--- src/rtl/alu_arbiter.sv ---
// Round-robin arbiter sharing one add/sub/and/or ALU among NREQ requesters; one registered result slot.
// Optional NZCV flags output enabled by defining ALU_ARB_FLAGS_EN.
//
// state | meaning
// EMPTY | result slot holds no valid result (rsp_valid = 0)
// FULL  | result slot holds a result awaiting rsp_ready (rsp_valid = 1)
module alu_arbiter #(
    parameter int N    = 32,
    parameter int NREQ = 4,
    parameter int IDW  = $clog2(NREQ)
) (
    input  logic                clk,
    input  logic                reset_n,
    input  logic [NREQ-1:0]     req_valid,
    input  logic [NREQ*N-1:0]   req_a,
    input  logic [NREQ*N-1:0]   req_b,
    input  logic [NREQ*2-1:0]   req_ctl,
    output logic [NREQ-1:0]     req_ready,
    output logic                rsp_valid,
    input  logic                rsp_ready,
    output logic [N-1:0]        rsp_result,
    output logic [IDW-1:0]      rsp_id
`ifdef ALU_ARB_FLAGS_EN
    ,
    output logic [3:0]          rsp_flags
`endif
);

    typedef enum logic {
        EMPTY = 1'b0,
        FULL  = 1'b1
    } slot_state_t;

    slot_state_t    state;
    logic [IDW-1:0] ptr;
    logic [IDW-1:0] ptr_next;
    logic           free;
    logic           found;
    logic [IDW-1:0] gnt_idx;
    logic [IDW:0]   scan;

    assign rsp_valid = (state == FULL);
    assign free      = !rsp_valid || rsp_ready;

    // Scan starts at ptr and wraps; the grant is withheld while reset is asserted.
    always_comb begin
        found   = 1'b0;
        gnt_idx = '0;
        scan    = '0;
        if (free && reset_n) begin
            for (int k = 0; k < NREQ; k++) begin
                scan = {1'b0, ptr} + (IDW+1)'(k);
                if (scan >= (IDW+1)'(NREQ)) begin
                    scan = scan - (IDW+1)'(NREQ);
                end
                if (!found && req_valid[scan[IDW-1:0]]) begin
                    found   = 1'b1;
                    gnt_idx = scan[IDW-1:0];
                end
            end
        end
    end

    assign req_ready = found ? (NREQ'(1) << gnt_idx) : '0;
    assign ptr_next  = (gnt_idx == IDW'(NREQ-1)) ? '0 : gnt_idx + IDW'(1);

    logic [N-1:0] op_a;
    logic [N-1:0] op_b;
    logic [N-1:0] op_b_eff;
    logic [1:0]   op_ctl;
    logic         op_sub;
    logic [N-1:0] alu_result;

    assign op_a     = req_a[gnt_idx*N +: N];
    assign op_b     = req_b[gnt_idx*N +: N];
    assign op_ctl   = req_ctl[gnt_idx*2 +: 2];
    assign op_sub   = (op_ctl == 2'b01);
    assign op_b_eff = op_sub ? ~op_b : op_b;

`ifdef ALU_ARB_FLAGS_EN
    logic [N:0] sum;
    logic       op_arith;
    logic [3:0] alu_flags;

    assign sum      = {1'b0, op_a} + {1'b0, op_b_eff} + {{N{1'b0}}, op_sub};
    assign op_arith = !op_ctl[1];
`else
    logic [N-1:0] sum;

    assign sum = op_a + op_b_eff + {{(N-1){1'b0}}, op_sub};
`endif

    always_comb begin
        case (op_ctl)
            2'b10:   alu_result = op_a & op_b;
            2'b11:   alu_result = op_a | op_b;
            default: alu_result = sum[N-1:0];
        endcase
    end

`ifdef ALU_ARB_FLAGS_EN
    assign alu_flags = {alu_result[N-1],
                        (alu_result == '0),
                        op_arith & sum[N],
                        op_arith & (op_a[N-1] == op_b_eff[N-1]) & (alu_result[N-1] != op_a[N-1])};
`endif

    // An accept always overwrites the slot, which covers the drain-and-accept case.
    always_ff @(posedge clk or negedge reset_n) begin
        if (!reset_n) begin
            state      <= EMPTY;
            ptr        <= '0;
            rsp_result <= '0;
            rsp_id     <= '0;
`ifdef ALU_ARB_FLAGS_EN
            rsp_flags  <= '0;
`endif
        end else if (found) begin
            state      <= FULL;
            ptr        <= ptr_next;
            rsp_result <= alu_result;
            rsp_id     <= gnt_idx;
`ifdef ALU_ARB_FLAGS_EN
            rsp_flags  <= alu_flags;
`endif
        end else if (state == FULL && rsp_ready) begin
            state <= EMPTY;
        end
    end

endmodule

--- config.mk ---
export PLATFORM = sky130hd
export DESIGN_NAME = alu_arbiter
export DESIGN_NICKNAME = d
export VERILOG_FILES = /design/src/rtl/alu_arbiter.sv
export SDC_FILE = /design/constraint.sdc
export NUM_CORES = 1
export LEC_CHECK = 0
export CORE_ASPECT_RATIO = 0.9
export CORE_UTILIZATION = 43
export DETAILED_ROUTE_END_ITERATION = 12
export DONT_BUFFER_PORTS = 1
export GPL_TIMING_DRIVEN = 0
export PLACE_DENSITY_LB_ADDON = 0.1
export SLEW_MARGIN = 5
export SYNTH_ARGS = -nofsm -noshare
export SYNTH_HDL_FRONTEND = slang
export SYNTH_SLANG_ARGS = --single-unit
--- constraint.sdc ---
create_clock -name clk -period 6.41 [get_ports clk]
set_clock_uncertainty 0.05 [all_clocks]
set_input_delay 1.282 -clock clk [delete_from_list [all_inputs] [get_ports clk]]
set_output_delay 1.282 -clock clk [all_outputs]
set_load 0.01 [all_outputs]
==> impl_metrics.tcl <==
set metrics [dict create \
    path_buf_inv 3 \
    ys.flop_type "dfrtp_1" \
    worstPathRequired_ps 6570 \
    numPortBuffers 0 \
    cts_tree "done" \
    die_h_microns 116 \
    synthArstFlopShare 1.00 \
    outcome "completed" \
    tns_ps 0 \
    yosys.area.top_type "nand2_1" \
    regArea_sq_um 926 \
    rows 41 \
    p_leak_nw 3.22 \
    hold_viol 0 \
    worstHoldPathType "flop to flop" \
    initialDrtViolationCount 580 \
    cts_buffers 5 \
    peakVddDrop_v 0.000253 \
    synth_edf_count 0 \
    utilization 0.480 \
    cts_hold_buf 0 \
    antenna_found_initial 1 \
    dp_hpwl_mm 22.7 \
    slew_viol_final 0 \
    synth.avg_cell_area_sq_um 6.56 \
    cp_slowest_cell "clkbuf_1" \
    cap_violations 0 \
    nets 1265 \
    fmax_mhz 161 \
    crit_top_cell "a21o_1" \
    crit_chain "o31ai_1, o211a_1, buf_2, clkbuf_1, clkbuf_1, and3_1, a31oi_4, xor2_1, ha_1, a21o_1, a21oi_1, o21bai_1, a21o_1, a21o_1, a2111oi_2, a31oi_2, a2111oi_4, mux2_2, nand2_1" \
    dieArea_sq_um 15000 \
    vias 7172 \
    place.gp.congestion 0.982 \
    relSlewSlack 0.490 \
    pre_cts_ws_ps -560 \
    crit_family "compound AO/OA/AOI/OAI gates" \
    clk_latency_ps 270 \
    dpl.cell_count 1147 \
    syn_inst 954 \
    area_growth_pct 8.16 \
    crit_path_start_kind "input port" \
    grt_max_degree 40 \
    grt_pass1_vias 6627 \
    crit_arrival_ps 6370 \
    wirelength_mm 27.0 \
    diodes 0 \
    layout-drive-gt1-share 0.0698 \
    cts.sinks 37 \
    yosysWarnings 0 \
    path_max_fanout 10 \
    worst_slew_pin_slew_ps 761 \
    synth_cell_types 67 \
    cpPeakStageDelay_ps 480 \
    synth-seq-cells 37 \
    overflow 0 \
    drc 0 \
    wire_per_inst_microns 23.4 \
    synth_common_cells "nand2_1 (299), and3_1 (71), a31oi_1 (68)" \
    clk_pin_slew_ps 50 \
    synth_top_area_frac 0.179 \
    endpoint_kind "flop" \
    total_power_mw 2.93 \
    path_class "input port to flop" \
    dr.pass1.iters 5 \
    p_per_area_nw_per_um2 433 \
    grt_pass1_wl_mm 39.7 \
    fill_cells 1512 \
    dieWidth_microns 129 \
    antenna_left 0 \
    htreeDepth 2 \
    seq_area_frac_synth 0.148 \
    setup_violations 0 \
    setup_slack_ps 201 \
    grt_usage 0.352 \
    fin_crit_sh 0.969 \
    cts_root_buffer "clkbuf_16" \
    clk_path_buf_depth 2 \
    via_per_inst 6.22 \
    synth_area_leaders "nand2_1 (18%), dfrtp_1 (15%), and3_1 (7.1%)" \
    synth_area_sq_um 6260 \
    multi_input_area_sq_um 5080 \
    synth_nets 1260 \
    ios 310 \
    layout.cells.non_filler 1153 \
    core_region_area_sq_um 14100 \
    yosysMostFrequentCell "nand2_1" \
    start_util 0.444 \
    fin_crit_ps 6210 \
]
==> cell families (layout without fill, tap and decap cells) <==
group                      count (synthesis)  count (layout)  synth area share
buffers and inverters                     81              87            0.0546
DFF                                       37              37             0.148
AOI/OAI and AO/OA                        235             235             0.246
muxes                                     19              19            0.0312
and+or+nand+nor                          469             469             0.336
xor gates and xnor gates                  54              54            0.0756
adders and majority gates                 59              59             0.110
==> layout by cell type, fill, tap and decap left out, drive strengths merged, types with 3 or more instances in the layout <==
cell type,n
nor4,3
a21oi,44
dfrtp,37
nand2,299
or2,4
inv,17
o41ai,5
nor3,14
a22oi,9
o21a,5
nand3,5
mux2i,15
o31ai,4
nand2b,8
o21ai,46
xnor2,11
and3,71
o31a,3
and2,10
buf,26
o211a,4
nor2,39
nor2b,7
a211oi,3
clkbuf,43
xor2,43
mux2,4
a31oi,69
ha,34
maj3,24
a21o,19
o21bai,5
==> where the power goes <==
group          internal (mW)  leakage [nW]  switching, mW  total [mW]
registers              0.339         0.446          0.132       0.470
clock network          0.194        0.0841         0.0863       0.280
logic                  0.824          2.68           1.36        2.18
==> registers in the layout, indices dropped and copies added (netlist names) <==
name,cells
rsp_valid,1
rsp_id,2
rsp_result,32
ptr,2
==> area by class of cell <==
type / count / share of cell area
inverters: 17 / 0.00943
flip-flops and latches: 37 / 0.137
clock buffers: 7 / 0.0211
clock inverters: 1 / 0.00444
multi-input cells: 836 / 0.751
well taps: 193 / 0.0357
plain buffers: 61 / 0.0410
repair buffers: 1 / 0.00111
==> tightest hold or removal path, stage by stage, from the launching register on <==
cell     delay (ps)
dfrtp_1         390
nand2_1          60
nand2_1          60
==> final timing paths <==
path                              startpoint              to  slack, ps  depth (start not counted)
min in group asynchronous            reset_n       rsp_valid        650                          0
worst max-delay path            req_valid[0]  rsp_result[31]        200                         19
max in group asynchronous            reset_n   rsp_result[6]       5580                          0
worst max register to register        ptr[1]  rsp_result[31]        800                         20
worst min register to register     rsp_id[1]       rsp_id[1]        490                          2
worst min-delay path               rsp_id[1]       rsp_id[1]        490                          2
==> through the flow <==
stage          hold slack, ps  area (sq um)
2_1_floorplan             461          6260
3_3_place_gp              479          6500
3_5_place_dp              482          6500
4_1_cts                   495          6710
5_1_grt                   510          6770
6_report                  489          6770
==> metal layers <==
layer  vias to the layer above  wire (microns)  global-route usage
met1                      3411           12300               0.513
li1                       3364               -                   -
met5                         -              14                   0
met2                       372           11700               0.541
met3                        23            2600              0.0660
met4                         2             356              0.0643
==> timing repair <==
action,in CTS,in global routing
gates resized for setup,10,17
setup endpoints to repair,7,11
setup buffers,1,0
pin swaps,1,1
cloned,0,0
Note: power is estimated with default switching activity, not from simulation.
